===== src/rtl/fnd_pkg.sv =====
// Shared constants and types for the 4-digit 7-segment scan controller.
// Segment patterns are active-low {g,f,e,d,c,b,a}.
package fnd_pkg;

  localparam logic [6:0] SEG_0     = 7'h40;
  localparam logic [6:0] SEG_1     = 7'h79;
  localparam logic [6:0] SEG_2     = 7'h24;
  localparam logic [6:0] SEG_3     = 7'h30;
  localparam logic [6:0] SEG_4     = 7'h19;
  localparam logic [6:0] SEG_5     = 7'h12;
  localparam logic [6:0] SEG_6     = 7'h02;
  localparam logic [6:0] SEG_7     = 7'h78;
  localparam logic [6:0] SEG_8     = 7'h00;
  localparam logic [6:0] SEG_9     = 7'h10;
  localparam logic [6:0] SEG_A     = 7'h08;
  localparam logic [6:0] SEG_B     = 7'h03;
  localparam logic [6:0] SEG_C     = 7'h46;
  localparam logic [6:0] SEG_D     = 7'h21;
  localparam logic [6:0] SEG_E     = 7'h06;
  localparam logic [6:0] SEG_F     = 7'h0E;
  localparam logic [6:0] SEG_BLANK = 7'h7F;

  localparam logic [3:0] COM_OFF   = 4'b1111;

  typedef enum logic {GAP, DRIVE} state_t;

endpackage


===== src/rtl/bcd_to_seg.sv =====
// Combinational hex digit to active-low 7-segment decoder.
module bcd_to_seg
  import fnd_pkg::*;
(
  input  logic [3:0] digit,
  output logic [6:0] seg
);

  always_comb begin
    seg = SEG_BLANK;
    unique case (digit)
      4'h0: seg = SEG_0;
      4'h1: seg = SEG_1;
      4'h2: seg = SEG_2;
      4'h3: seg = SEG_3;
      4'h4: seg = SEG_4;
      4'h5: seg = SEG_5;
      4'h6: seg = SEG_6;
      4'h7: seg = SEG_7;
      4'h8: seg = SEG_8;
      4'h9: seg = SEG_9;
      4'hA: seg = SEG_A;
      4'hB: seg = SEG_B;
      4'hC: seg = SEG_C;
      4'hD: seg = SEG_D;
      4'hE: seg = SEG_E;
      4'hF: seg = SEG_F;
    endcase
  end

endmodule


===== src/rtl/fnd_scan_ctrl.sv =====
// Time-multiplexed scan controller for a 4-digit common-anode 7-segment display.
// Shadow digits load only at the frame boundary so a frame never shows mixed values.
module fnd_scan_ctrl
  import fnd_pkg::*;
#(
  parameter int unsigned CLK_HZ  = 100_000_000,
  parameter int unsigned SCAN_HZ = 1000,
  parameter int unsigned GAP_CYC = 100
) (
  input  logic       clk,
  input  logic       reset,
  input  logic       i_update,
  input  logic [3:0] i_digit_1,
  input  logic [3:0] i_digit_10,
  input  logic [3:0] i_digit_100,
  input  logic [3:0] i_digit_1000,
  input  logic [3:0] i_dp,
  input  logic       i_lz_en,
  output logic [1:0] o_sel,
  output logic [3:0] o_fnd_com,
  output logic [7:0] o_fnd_data,
  output logic       o_frame_tick
);

  localparam int unsigned DIGIT_CYC = CLK_HZ / SCAN_HZ;
  localparam int unsigned CW        = $clog2(DIGIT_CYC);
  localparam logic [CW-1:0] CNT_LAST    = CW'(DIGIT_CYC - 1);
  localparam logic [CW-1:0] CNT_GAP_END = CW'(GAP_CYC - 1);

  state_t        state_q, state_d;
  logic [CW-1:0] cnt_q, cnt_d;
  logic [1:0]    sel_q, sel_d;
  logic [15:0]   dig_q, dig_d;
  logic [3:0]    dp_q, dp_d;
  logic          lz_q, lz_d;
  logic          pend_q, pend_d;
  logic [3:0]    com_q, com_d;
  logic [7:0]    data_q, data_d;
  logic          tick_q, tick_d;

  logic          last;
  logic          boundary;
  logic [3:0]    cur_digit;
  logic          blank;
  logic [6:0]    seg;

  bcd_to_seg u_dec (
    .digit(cur_digit),
    .seg  (seg)
  );

  always_comb begin
    state_d  = state_q;
    sel_d    = sel_q;
    dig_d    = dig_q;
    dp_d     = dp_q;
    lz_d     = lz_q;
    pend_d   = pend_q;

    last     = (cnt_q == CNT_LAST);
    boundary = last && (sel_q == 2'd3);
    cnt_d    = last ? '0 : cnt_q + 1'b1;

    unique case (state_q)
      GAP:   if (cnt_q == CNT_GAP_END) state_d = DRIVE;
      DRIVE: if (last) begin
        state_d = GAP;
        sel_d   = sel_q + 2'd1;
      end
    endcase

    // A pulse on the boundary cycle itself loads directly without touching pending.
    if (boundary && (pend_q || i_update)) begin
      dig_d  = {i_digit_1000, i_digit_100, i_digit_10, i_digit_1};
      dp_d   = i_dp;
      lz_d   = i_lz_en;
      pend_d = 1'b0;
    end else if (i_update) begin
      pend_d = 1'b1;
    end

    // Outputs are computed from next state so registered pins line up with the counter.
    cur_digit = dig_q[3:0];
    blank     = 1'b0;
    unique case (sel_d)
      2'd0: cur_digit = dig_q[3:0];
      2'd1: begin
        cur_digit = dig_q[7:4];
        blank     = lz_q && (dig_q[15:4] == 12'h000);
      end
      2'd2: begin
        cur_digit = dig_q[11:8];
        blank     = lz_q && (dig_q[15:8] == 8'h00);
      end
      2'd3: begin
        cur_digit = dig_q[15:12];
        blank     = lz_q && (dig_q[15:12] == 4'h0);
      end
    endcase

    tick_d = (cnt_d == CNT_LAST) && (sel_d == 2'd3);
    if (state_d == GAP) begin
      com_d  = COM_OFF;
      data_d = 8'hFF;
    end else begin
      com_d  = ~(4'b0001 << sel_d);
      data_d = {~dp_q[sel_d], blank ? SEG_BLANK : seg};
    end
  end

  always_ff @(posedge clk or posedge reset) begin
    if (reset) begin
      state_q <= GAP;
      cnt_q   <= '0;
      sel_q   <= 2'd0;
      dig_q   <= 16'h0000;
      dp_q    <= 4'h0;
      lz_q    <= 1'b0;
      pend_q  <= 1'b0;
      com_q   <= COM_OFF;
      data_q  <= 8'hFF;
      tick_q  <= 1'b0;
    end else begin
      state_q <= state_d;
      cnt_q   <= cnt_d;
      sel_q   <= sel_d;
      dig_q   <= dig_d;
      dp_q    <= dp_d;
      lz_q    <= lz_d;
      pend_q  <= pend_d;
      com_q   <= com_d;
      data_q  <= data_d;
      tick_q  <= tick_d;
    end
  end

  assign o_sel        = sel_q;
  assign o_fnd_com    = com_q;
  assign o_fnd_data   = data_q;
  assign o_frame_tick = tick_q;

endmodule


===== config.mk =====
export PLATFORM = sky130hd
export DESIGN_NAME = fnd_scan_ctrl
export DESIGN_NICKNAME = d
export VERILOG_FILES = /design/src/rtl/fnd_pkg.sv /design/src/rtl/bcd_to_seg.sv /design/src/rtl/fnd_scan_ctrl.sv
export SDC_FILE = /design/constraint.sdc
export NUM_CORES = 1
export LEC_CHECK = 0
export BUFFER_PORTS_ARGS = -buffer_cell sky130_fd_sc_hd__buf_2
export CAP_MARGIN = 25
export CORE_AREA = 4 4 105 77
export CTS_CLUSTER_SIZE = 16
export DETAILED_ROUTE_END_ITERATION = 12
export DIE_AREA = 0 0 109 81
export MAX_ROUTING_LAYER = met4
export PLACE_DENSITY_LB_ADDON = 0.1
export SYNTH_ARGS = -nofsm -noshare
export SYNTH_HDL_FRONTEND = slang
export SYNTH_HIERARCHICAL = 1
export SYNTH_SLANG_ARGS = --single-unit

===== constraint.sdc =====
create_clock -name clk -period 3.55 [get_ports clk]
set_input_delay 0.71 -clock clk [delete_from_list [all_inputs] [get_ports clk]]
set_output_delay 0.71 -clock clk [all_outputs]
set_load 0.02 [all_outputs]

==> flow_summary.ini <==
[placement]
routabilityCongestion = 0.853
port_buffers = 38
dp_hpwl_um = 4860
dp_cells = 415

[run_status]
status = finished clean

[cells_and_area]
layout-drive-gt1-share = 0.305
nets = 357
layout_commonest_cell = dfrtp_1
mostFrequentLayoutCells = dfrtp_1, buf_2, nor2_1
syn_to_final_growth_pct = 13.0
stdcell_count = 423
insertedDiodeCount = 0
fin_util = 0.495

[global_routing]
grt_overflow = 0
grt_pass1_wl_um = 11000
grt_busiest_layer = met1
grt_start_max_net_pins = 44
antenna_found_initial = 0
grt_pass1_vias = 2020
grt_use_met1 = 0.272
grt_usage = 0.166
grt_use_met2 = 0.194
grt_util_met3 = 0.0365

[pwr]
p_sw_frac = 0.216
p_switching_uw = 234
seqPwrFrac = 0.578
comb_power_share = 0.023
power.density_nw_per_um2 = 308
power.internal_uw = 851
clkPwrFrac = 0.400
irDropWorstVdd_mv = 0.140
total_power_mw = 1.09
leakagePower_nw = 1.57

[timing]
final.setup_skew_ns = 0.0137
hold_viol = 0
timing.final.crit_share = 0.893
slew_viol_final = 0
rsz0062_at_grt = no
tns_ns = 0
min_period_ns = 3.17
slew_headroom = 0.480
setup_violations = 0
max_clock_freq_mhz = 315
worst_pin_slew_ns = 0.777

[floorplan]
die_w_um = 109
core_um2 = 7120
rows = 26
start_util = 0.438
dieArea_um2 = 8830
fp.dieH_um = 81
io_pins = 39

[clock_network]
cts_tree = done
cts.root.buffer_cell = clkbuf_8
cts_hold_buf = 0
clk_latency_ns = 0.32
cts.sinks = 55
clk_path_buf_depth = 2
cts_made_buffers = 5
path_clk_slew_ns = 0.11
cts_setup_buffers = 0
cts-htree-levels = 2
cts_resized = 0

[synthesis]
yosysSeqAreaShare = 0.446
async_flop_share = 1.00
syn-cell-area_um2 = 3120
syn_nets = 317
synth_top_family_by_area = simple AND/OR/NAND/NOR gates
yosys.area.top_type_share = 0.345
synth_area_leaders = dfrtp_1, dfstp_2, mux2_2
synth_edf_count = 0
synth-compound-area-share = 0.0658
yosys.area_share.adder = 0.0361
synth.area.mux_share = 0.160
ys_types = 53
synth_seq_cells = 55
synth-simple-area-share = 0.207
netlist.top_cell.by_area = dfrtp_1
syn_area_per_cell_um2 = 11.0
yosys_warnings = 6
syn_inst = 284
synthFlopType = dfrtp_1
synth_xor_area_frac = 0.0449

[routing]
drc = 0
wire_per_inst_um = 15.5
vias_per_cell = 5.23
drt_wl_total_um = 6560
dr.pass1.iters = 4
vias = 2212
drt_iter0_markers = 135
ant_nets = 0

[setup_path]
start_kind = register
slowest_delay_ns = 0.48
arrival_ns = 3.39
path_cells = nor4_4, nand4b_1, nor3_2, buf_4, mux2i_1, a221oi_1, inv_1, ha_1, inv_1, mux4_1, nand3b_1
reg2reg_depth = 11
critPathKind = reg2reg
cpMostUsedCell = inv_1
worst_setup_path_end_kind = register
crit_slowest_cell = dfrtp_1
crit_fanout = 17
crit_required_ns = 3.77

[run]
drv_cap = 0

[hold_path]
hold_class = in2async
-- power groups by stage --
stage	sequential (mW)	combinational, mW	clock, mW
6_report	0.627	0.0248	0.434
3_5_place_dp	0.639	0.0264	0
2_1_floorplan	0.639	0.00931	0
5_1_grt	0.627	0.0292	0.477
3_3_place_gp	0.639	0.0263	0
4_1_cts	0.627	0.0264	0.453
-- sequential cells by signal (all words and copies together) (netlist names) --
name	count
o_fnd_com	4
lz_q	1
dp_q	4
cnt_q	17
o_fnd_data	8
o_frame_tick	1
o_sel	2
pend_q	1
state_q	1
dig_q	16
-- per-stage QoR --
step           hold slack, ns  worst slack [ns]  cell area, um2
2_1_floorplan           0.474            0.0641            3120
3_3_place_gp            0.484             0.472            3410
3_5_place_dp            0.489             0.385            3410
4_1_cts                 0.309             0.361            3530
5_1_grt                 0.316            0.0292            3530
6_report                0.310             0.380            3530
-- per-layer routing --
| metal | part of all wire | routed length (um) |
|---|---|---|
| met2 | 0.37 | 2430 |
| met1 | 0.57 | 3730 |
| met4 | 0.0096 | 63 |
| met5 | 0 | 0 |
| met3 | 0.051 | 336 |
-- cell usage after synthesis, drive strengths merged (3+ instances only) --
library cell	n
nor2	26
clkbuf	8
a21oi	7
and3	3
nand3	10
dfrtp	43
a221oi	4
o31ai	5
nor4	10
ha	9
nor3	3
nor4b	3
or4	3
nand2	16
nand4	3
xor2	9
dfstp	12
nand3b	7
inv	10
mux2	23
buf	6
mux2i	19
xnor2	7
nand2b	9
o21ai	3
-- final timing paths --
kind	from	slack [ns]	to
worst max-delay path	cnt_q[11]$_DFF_PP0_	0.38	o_fnd_data[3]$_DFF_PP1_
worst min-delay path	reset	0.31	cnt_q[11]$_DFF_PP0_
worst max register to register	cnt_q[11]$_DFF_PP0_	0.38	o_fnd_data[3]$_DFF_PP1_
worst min register to register	dp_q[1]$_DFFE_PP0P_	0.51	dp_q[1]$_DFFE_PP0P_
max in group asynchronous	reset	2.42	o_fnd_com[3]$_DFF_PP1_
min in group clk	dp_q[1]$_DFFE_PP0P_	0.51	dp_q[1]$_DFFE_PP0P_
-- critical path, delay by kind of cell (launching register included) --
kind / cells / cell delay, ns
fa+ha+maj: 1 / 0.31
buf+inv: 3 / 0.45
flops: 1 / 0.48
compound gates: 1 / 0.38
simple gates: 4 / 0.86
mux: 2 / 0.57
-- area by class of cell --
type / count / area, um2
Clock buffer: 5 / 68.8
Clock inverter: 3 / 47.5
Fill cell: 674 / 3600
Inverter: 10 / 37.5
Multi-Input combinational cell: 205 / 1600
Sequential cell: 55 / 1390
Tap cell: 98 / 123
Timing Repair Buffer: 47 / 258
-- logic make-up (layout without fill, tap and decap cells) --
kind of cell	count (synthesis)	after routing
flops	55	55
xor+xnor	16	16
fa+ha+maj	9	9
mux	44	44
buf+inv	24	65
simple gates	107	107
compound gates	29	29
No activity file was read; power rests on OpenSTA's default activity.
